`config.mk`:
```
export PLATFORM = sky130hd
export DESIGN_NAME = mux2_stim_driver_flat
export DESIGN_NICKNAME = d
export VERILOG_FILES = /design/src/rtl/mux2_stim_driver_if.sv /design/src/rtl/mux2_stim_driver.sv /design/src/flat_wrapper.sv
export SDC_FILE = /design/constraint.sdc
export NUM_CORES = 1
export LEC_CHECK = 0
export ABC_AREA = 1
export BUFFER_PORTS_ARGS = -buffer_cell sky130_fd_sc_hd__buf_4
export CAP_MARGIN = 30
export CORE_MARGIN = 2
export CORE_UTILIZATION = 59
export DETAILED_ROUTE_END_ITERATION = 16
export PLACE_DENSITY = 0.92
export SLEW_MARGIN = 40
export SYNTH_ARGS = -nofsm -noshare
export SYNTH_HDL_FRONTEND = slang
export SYNTH_SLANG_ARGS = --single-unit
```
`constraint.sdc`:
```
create_clock -name clk -period 2.1 [get_ports clk]
set_input_delay 0 -clock clk [delete_from_list [all_inputs] [get_ports clk]]
set_output_delay 0 -clock clk [all_outputs]
set_load 0.05 [all_outputs]
```
`src/rtl/mux2_stim_driver_if.sv`:
```
// Connection between the stimulus driver and the 2:1 mux under test.
// The driver owns i0/i1/sel; the mux (or its model) returns y.
interface mux2_stim_driver_if;
    logic i0;
    logic i1;
    logic sel;
    logic y;

    modport master (output i0, output i1, output sel, input y);
    modport slave  (input i0, input i1, input sel, output y);
endinterface

```
`src/rtl/mux2_stim_driver.sv`:
```
// Stimulus generator and self-checker for a 2:1 mux: drives exhaustive or LFSR vectors,
// compares y against sel?i1:i0 after DUT_LAT cycles, counts errors and records the first failure.
module mux2_stim_driver #(
    parameter int          NUM_VECTORS = 64,
    parameter logic [15:0] LFSR_SEED   = 16'hACE1,
    parameter int          DUT_LAT     = 0,
    parameter int          ERR_W       = 8
) (
    input  logic                  clk,
    input  logic                  rst,
    input  logic                  start,
    input  logic                  mode,
    mux2_stim_driver_if.master    mux,
    output logic                  busy,
    output logic                  done,
    output logic [ERR_W-1:0]      err_cnt,
    output logic [15:0]           first_err_idx,
    output logic [2:0]            first_err_vec
);
    typedef enum logic [1:0] {IDLE, DRIVE, DRAIN, DONE} state_t;

    typedef struct packed {
        logic        valid;
        logic [15:0] idx;
        logic [2:0]  vec;
        logic        exp;
    } chk_t;

    localparam logic [15:0] LAST_IDX   = 16'(NUM_VECTORS - 1);
    localparam logic [1:0]  LAST_DRAIN = 2'(DUT_LAT - 1);

    state_t           state_q, state_d;
    logic [15:0]      k_q, k_d;
    logic [15:0]      lfsr_q, lfsr_d;
    logic             mode_q, mode_d;
    logic [2:0]       vec_q, vec_d;
    logic [1:0]       drain_q, drain_d;
    logic [ERR_W-1:0] err_q, err_d;
    logic [15:0]      fidx_q, fidx_d;
    logic [2:0]       fvec_q, fvec_d;
    logic [15:0]      lfsr_step;
    chk_t             cur;
    chk_t             chk;
    logic             mismatch;

    // Fibonacci LFSR, taps 16,14,13,11, shifting towards the msb.
    function automatic logic [15:0] lfsr_next(input logic [15:0] s);
        return {s[14:0], s[15] ^ s[13] ^ s[12] ^ s[10]};
    endfunction

    assign lfsr_step = lfsr_next(lfsr_q);

    always_comb begin
        state_d = state_q;
        k_d     = k_q;
        lfsr_d  = lfsr_q;
        mode_d  = mode_q;
        vec_d   = vec_q;
        drain_d = drain_q;
        case (state_q)
            IDLE: begin
                vec_d = 3'b000;
                if (start) begin
                    mode_d  = mode;
                    k_d     = 16'd0;
                    lfsr_d  = LFSR_SEED;
                    vec_d   = mode ? LFSR_SEED[2:0] : 3'b000;
                    state_d = DRIVE;
                end
            end
            DRIVE: begin
                if (k_q == LAST_IDX) begin
                    vec_d   = 3'b000;
                    drain_d = 2'd0;
                    state_d = (DUT_LAT == 0) ? DONE : DRAIN;
                end else begin
                    k_d = k_q + 16'd1;
                    if (mode_q) begin
                        lfsr_d = lfsr_step;
                        vec_d  = lfsr_step[2:0];
                    end else begin
                        vec_d = k_d[2:0];
                    end
                end
            end
            DRAIN: begin
                vec_d   = 3'b000;
                drain_d = drain_q + 2'd1;
                if (drain_q == LAST_DRAIN) begin
                    state_d = DONE;
                end
            end
            DONE: begin
                vec_d   = 3'b000;
                state_d = IDLE;
            end
            default: state_d = IDLE;
        endcase
    end

    always_comb begin
        cur = {state_q == DRIVE, k_q, vec_q, vec_q[2] ? vec_q[1] : vec_q[0]};
    end

    // The check record travels DUT_LAT stages so it lines up with the returning y.
    generate
        if (DUT_LAT == 0) begin : g_no_pipe
            assign chk = cur;
        end else begin : g_pipe
            chk_t pipe_q [DUT_LAT];
            chk_t pipe_d [DUT_LAT];

            always_comb begin
                pipe_d[0] = cur;
                for (int i = 1; i < DUT_LAT; i++) begin
                    pipe_d[i] = pipe_q[i-1];
                end
            end

            always_ff @(posedge clk or negedge rst) begin
                if (!rst) begin
                    for (int i = 0; i < DUT_LAT; i++) begin
                        pipe_q[i] <= '0;
                    end
                end else begin
                    pipe_q <= pipe_d;
                end
            end

            assign chk = pipe_q[DUT_LAT-1];
        end
    endgenerate

    // A zero count doubles as "no failure captured yet", since it saturates rather than wraps.
    always_comb begin
        err_d    = err_q;
        fidx_d   = fidx_q;
        fvec_d   = fvec_q;
        mismatch = chk.valid && (mux.y !== chk.exp);
        if (state_q == IDLE && start) begin
            err_d  = '0;
            fidx_d = 16'd0;
            fvec_d = 3'b000;
        end else if (mismatch) begin
            if (err_q != '1) begin
                err_d = err_q + ERR_W'(1);
            end
            if (err_q == '0) begin
                fidx_d = chk.idx;
                fvec_d = chk.vec;
            end
        end
    end

    always_ff @(posedge clk or negedge rst) begin
        if (!rst) begin
            state_q <= IDLE;
            k_q     <= 16'd0;
            lfsr_q  <= LFSR_SEED;
            mode_q  <= 1'b0;
            vec_q   <= 3'b000;
            drain_q <= 2'd0;
            err_q   <= '0;
            fidx_q  <= 16'd0;
            fvec_q  <= 3'b000;
        end else begin
            state_q <= state_d;
            k_q     <= k_d;
            lfsr_q  <= lfsr_d;
            mode_q  <= mode_d;
            vec_q   <= vec_d;
            drain_q <= drain_d;
            err_q   <= err_d;
            fidx_q  <= fidx_d;
            fvec_q  <= fvec_d;
        end
    end

    assign mux.sel       = vec_q[2];
    assign mux.i1        = vec_q[1];
    assign mux.i0        = vec_q[0];
    assign busy          = (state_q == DRIVE) || (state_q == DRAIN);
    assign done          = (state_q == DONE);
    assign err_cnt       = err_q;
    assign first_err_idx = fidx_q;
    assign first_err_vec = fvec_q;
endmodule
```
`src/flat_wrapper.sv`:
```
// flat-port wrapper written by rule: the top's interface ports become plain ports
module mux2_stim_driver_flat 
#(
    parameter int          NUM_VECTORS = 64,
    parameter logic [15:0] LFSR_SEED   = 16'hACE1,
    parameter int          DUT_LAT     = 0,
    parameter int          ERR_W       = 8
)
  (clk, rst, start, mode, busy, done, err_cnt, first_err_idx, first_err_vec, mux_i0, mux_i1, mux_sel, mux_y);
  mux2_stim_driver_if mux_i ();
  input  logic clk;
  input  logic rst;
  input  logic start;
  input  logic mode;
  output logic busy;
  output logic done;
  output logic [ERR_W-1:0] err_cnt;
  output logic [15:0] first_err_idx;
  output logic [2:0] first_err_vec;
  output wire logic [$bits(mux_i.i0)-1:0] mux_i0;
  output wire logic [$bits(mux_i.i1)-1:0] mux_i1;
  output wire logic [$bits(mux_i.sel)-1:0] mux_sel;
  input wire logic [$bits(mux_i.y)-1:0] mux_y;
  assign mux_i0 = mux_i.i0;
  assign mux_i1 = mux_i.i1;
  assign mux_sel = mux_i.sel;
  assign mux_i.y = mux_y;
  mux2_stim_driver #(.NUM_VECTORS(NUM_VECTORS), .LFSR_SEED(LFSR_SEED), .DUT_LAT(DUT_LAT), .ERR_W(ERR_W)) u_core (.clk(clk), .rst(rst), .start(start), .mode(mode), .mux(mux_i), .busy(busy), .done(done), .err_cnt(err_cnt), .first_err_idx(first_err_idx), .first_err_vec(first_err_vec));
endmodule
```
* Word level (Yosys, flattened, before mapping) *
Cells that the tools add are included.

operators by class
  muxes and demuxes = 28
  bitwise operators = 3
  eq/ne operators = 12
  multipliers = 0
  add/subtract/negate cells = 3
  div/mod/pow operators = 0
  shifts and indexed selects = 0
  order comparisons = 0
  reduce and logical (&&, ||, !) cells = 18

operators by type and width
  cell                                                                    count
  16-bit 2-to-1 mux                                                       8
  16-bit case mux with 2 select lines                                     2
  8-bit 2-to-1 mux                                                        3
  3-bit 2-to-1 mux                                                        6
  16-bit by 1-bit adder with 16-bit output, second input constant         1
  16-bit by 6-bit equality test with 1-bit output, second input constant  1
  2-bit nonzero test                                                      5
  3-bit case mux with 3 select lines                                      1
  8-bit by 1-bit adder with 8-bit output, second input constant           1
  8-bit zero test                                                         1
  2-bit 2-to-1 mux                                                        4
  8-bit != test, second input constant                                    1
  2-bit case mux with 4 select lines                                      1
  2-bit AND reduction                                                     4
  2-bit equality test, second input constant                              3
  2-bit != test, second input constant                                    3
  3-bit AND reduction                                                     2
  2-bit by 1-bit != test with 1-bit output, second input constant         2
  2-bit case mux with 2 select lines                                      1
  4-bit AND reduction                                                     1
  1-bit bitwise XOR                                                       3
  2-bit by 1-bit adder with 2-bit output, second input constant           1
  2-bit by 1-bit equality test with 1-bit output, second input constant   1
  1-bit logical AND                                                       2
  5 further kinds                                                         6

storage, ports and cells
  bits in registers = 67
  bits in latches = 0
  input port bits = 5
  RAM bits = 0
  bits in read-only memories = 0
  output and inout bits = 32
  word-level logic and storage cells = 73
  memories = 0

* Longest topological paths before layout *
  word-level depth = 6
  mapped depth = 10
  depth with buffers taken out = 10

* Least setup slack after synthesis *
OpenSTA, ideal clock, no wires.

  path kind = register to register
  start = register u_core.err_q[0], in the netlist u_core.err_cnt[0]
  end = register u_core.fvec_q[1], in the netlist u_core.first_err_vec[1]
  period minus slack after synthesis = 1.796 ns
  setup slack = 0.304 ns
  data arrival time = 1.676 ns
  required time = 1.980 ns
  library setup time = 0.120 ns
  cell stages (with the launch flop) = 9
  buffers on the path = 1
  cell sequence = dfrtp_1 -> inv_1 -> ha_1 -> nand3_1 -> nor2_1 -> nand4_2 -> clkbuf_1 -> nand3_1 -> nand2_1

on the way
  longest elaborated chain between the ends = 3

RTL lines
  what                                  RTL line                 text
  start: declaration                    mux2_stim_driver.sv:38   logic [ERR_W-1:0] err_q, err_d;
  start signal: assignment              mux2_stim_driver.sv:173  err_q <= err_d;
  8-bit zero test                       mux2_stim_driver.sv:148  if (err_q == '0) begin
  2-bit nonzero test (no source line)   -
  2-bit AND reduction (no source line)  -
  end signal: assignment                mux2_stim_driver.sv:175  fvec_q <= fvec_d;
  end: declaration                      mux2_stim_driver.sv:40   logic [2:0] fvec_q, fvec_d;

No other way between the ends.
A chain may end at the register's enable or synchronous reset.

* Worst setup path after layout *
  start = register u_core.state_q[1]
  end = register u_core.lfsr_q[1]

on the way
  longest elaborated chain between the ends = 3
  elaborated cells between the ends (all ways) = 8
  classes of those cells = 4 x eq/ne; 1 x mux; 3 x reduce/logical

RTL lines
  what                                                                               RTL line                 text
  start: declaration                                                                 mux2_stim_driver.sv:32   state_t state_q, state_d;
  start signal: assignment                                                           mux2_stim_driver.sv:167  state_q <= state_d;
  2-bit by 1-bit equality test with 1-bit output or 2-bit zero test (tied branches)  mux2_stim_driver.sv:60   case (state_q)
  2-bit by 1-bit != test with 1-bit output (no source line) (tied with other cells)  -
  4-bit AND reduction (no source line)                                               -
  end signal: assignment                                                             mux2_stim_driver.sv:169  lfsr_q <= lfsr_d;
  end: declaration                                                                   mux2_stim_driver.sv:34   logic [15:0] lfsr_q, lfsr_d;

Parallel ways exist; a longest one is shown, timed or not.

==> run metrics <==
outcome=finished, final reports clean; M1 wire length=3550 µm; HPWL after DPL=5820 µm; reg-to-reg setup timing slack=0.18 ns; Crit path top cell by count=nand2_1; mapped cell area=0.00378 mm²; worst min-delay path category=primary input to register; layout cells sized above 1=0.177; Buf/Inv on CP=2; cell family with most CP delay=simple AND/OR/NAND/NOR gates; grt ovf=0; cell chain of the critical path=inv_1 > ha_1 > buf_4 > nand2_1 > nand3_4 > nand2_1 > nand2_1; fraction of registers with async set/reset=1.00; syn_area_per_cell=7.87 µm²; Worst Tran Pin Value=0.592 ns; Worst Setup Start Kind=register; final-stage net count=529; Most used DFF post-synth=dfrtp_1; #FFs+latches synth=67; RSZ-0062 raised after global routing=no; Worst Path Arrival=2.16 ns; first-pass GRT wire length=14500 µm; # IOs=37; post-synthesis compound-gate area fraction=0.0394; Pre-Repair DR Iteration Count=5; met2 routed WL=4230 µm; DIE WIDTH=84.0 µm; fraction of the mapped netlist area in simple logic gates=0.378; DRC=0; number of diodes=0; Synth Area in XOR/XNOR=0.0255; Via density=5.67; Die Y=84.0 µm; sequential area share after synthesis=0.447; Crit. End Element=register; critical path data required time=2.34 ns; fillers=485; largest family of logic cells by synthesized area=simple AND/OR/NAND/NOR gates; power density over the cells=1370 mW/mm²; TNS Setup=0 ns; Slew headroom=0.605; maximum clock rate=522 MHz; CP Max Fanout=17; Slowest-stage cell, CP=nand2_1; Max-Cap Viols=0; routed len/inst=14.3 µm; EDFF count, synth=0; Routability Congestion=0.871; number of global-route vias before repair=3181; min Tclk post-route=1.92 ns; # setup viols final=0; Mapped Cells=480; Worst Setup Path Type=register to register; Root Buffer=clkbuf_8; Clock Latency Late Sink=0.36 ns; Slew Limit Fails=0; via count=3385; Cell variety after synth=35; Resized cells post-CTS=0; port bufs=36; post-route ant nets=0; die area=0.00706 mm²; Max Root-Sink Buffers=2; critical path's largest stage delay=0.43 ns; initial DRC count=371; Final Cycle Share=0.913; cts bufs inserted=9; Place WS=0.223 ns; CTS tree=built; CTS sink cnt=67; clock skew=0.0106 ns; Total GRT Usage=0.257; initial core utilization=0.602; met3 wire len=550 µm; antenna violations before repair=0; proportion of synthesized area in mux cells=0.00265; row count=29; Net Count, Synth=494; largest net degree at the start of global routing=68; post-route setup slack=0.183 ns; Core Footprint=0.00628 mm²; Clock transition at path regs=0.07 ns; Area Growth Syn to Fin=13.9%; Synth Area in Adders=0.0298; Top Metal Used=met4; worst vdd ir=1.16 mV; final core occ=0.685; Leak=2.27 nW; CTS H-tree depth=3; synth warn=0; final hold vios=0; DRT Wirelength=8510 µm
-- per-stage QoR --
step / area (µm²) / total power, mW / hold slack, ns / cells
6_report: 4300 / 5.89 / 0.0259 / 597
3_5_place_dp: 4080 / 4.75 / 0.152 / 579
4_1_cts: 4300 / 5.88 / 0.0195 / 597
5_1_grt: 4300 / 6.26 / 0.0549 / 597
2_1_floorplan: 3780 / 4.15 / -0.296 / 480
3_3_place_gp: 4080 / 4.60 / 0.140 / 579
-- per-layer routing --
layer,track usage,vias up
met1,0.320,1569
met3,0.0772,28
met2,0.422,138
met5,0,-
li1,-,1650
met4,0.0968,0
-- final timing paths --
path | startpoint | endpoint | cells after the start
min | start | u_core.mode_q$_DFFE_PN0P_ | 4
max reg2reg | u_core.state_q[1]$_DFFE_PN0P_ | u_core.lfsr_q[1]$_DFFE_PN0P_ | 7
min in group asynchronous | rst | u_core.err_cnt[4]$_DFFE_PN0P_ | 2
max | u_core.state_q[1]$_DFFE_PN0P_ | u_core.lfsr_q[1]$_DFFE_PN0P_ | 7
max in group asynchronous | rst | u_core.k_q[12]$_DFFE_PN0P_ | 2
min reg2reg | u_core.lfsr_q[5]$_DFFE_PN1P_ | u_core.lfsr_q[5]$_DFFE_PN1P_ | 2
-- cell families (layout without fill, tap and decap cells) --
group | Yosys count | count (layout)
and+or+nand+nor | 303 | 303
adders and majority gates | 9 | 9
buffers and inverters | 66 | 106
muxes | 1 | 1
DFF | 67 | 67
xor gates and xnor gates | 11 | 11
AOI/OAI and AO/OA | 23 | 23
-- worst min-delay path, delay by kind of cell --
kind                   cells  cell delay [ns]
AOI/OAI and AO/OA          1             0.07
buffers and inverters      2             0.18
and+or+nand+nor            1             0.10
-- report_power, final --
group	switching [mW]	internal, mW	total [mW]
clock network	0.496	0.611	1.11
registers	0.265	1.65	1.92
logic	2.00	0.863	2.86
-- sequential cells by signal (all words and copies together), names as in the netlist --
| name | flops |
|---|---|
| u_core.first_err_idx | 16 |
| u_core.drain_q | 2 |
| u_core.err_cnt | 8 |
| u_core.k_q | 16 |
| u_core.lfsr_q | 16 |
| u_core.mode_q | 1 |
| u_core.first_err_vec | 3 |
| u_core.vec_q | 3 |
| u_core.state_q | 2 |
-- area by class of cell --
type                            instances  area [µm²]  share of cell area
Clock buffer                           12         155              0.0361
Inverter                               44         166              0.0387
Clock inverter                          4        48.8              0.0113
Sequential cell                        67        1690               0.392
Multi-Input combinational cell        347        1800               0.417
Timing Repair Buffer                   46         354              0.0823
Tap cell                               77        96.3              0.0224
-- cell usage after synthesis, types with 2 or more instances --
cell type,n,area (µm²)
o21ai_1,7,35.0
nand4_1,41,257
or2_2,7,43.8
dfstp_2,8,210
nand2_2,3,18.8
buf_4,2,15.0
ha_1,9,113
nand3_1,60,300
xnor2_1,4,35.0
buf_8,2,30.0
xor2_1,7,61.3
nand3_4,2,35.0
o21ai_0,7,35.0
clkbuf_1,8,30.0
dfrtp_1,59,1480
buf_2,7,35.0
o21ai_2,5,43.8
nor2_2,2,12.5
nor3_1,3,15.0
inv_1,42,158
nand2_1,147,552
buf_1,2,7.51
nand3b_1,5,37.5
nor2_1,30,113
-- cell usage in the layout (no fill, tap or decap), drive strengths merged --
cell type | Yosys | final
nand2 | 151 | 151
nand3 | 62 | 62
dfrtp | 59 | 59
buf | 14 | 44
inv | 43 | 43
nand4 | 42 | 42
nor2 | 33 | 33
o21ai | 19 | 19
clkbuf | 8 | 12
ha | 9 | 9
dfstp | 8 | 8
xor2 | 7 | 7
or2 | 7 | 7
nand3b | 5 | 5
xnor2 | 4 | 4
clkinv | 1 | 4
nor3 | 3 | 3
dlygate4sd3 | 0 | 2
a21oi | 2 | 2
mux2i | 1 | 1
o21bai | 1 | 1
o22ai | 1 | 1
bufinv | 0 | 1
-- repair_timing --
action	in CTS	in global routing
hold endpoints to repair	61	0
hold buffers	2	0
setup buffers	0	0
Note: power is estimated with default switching activity, not from simulation.
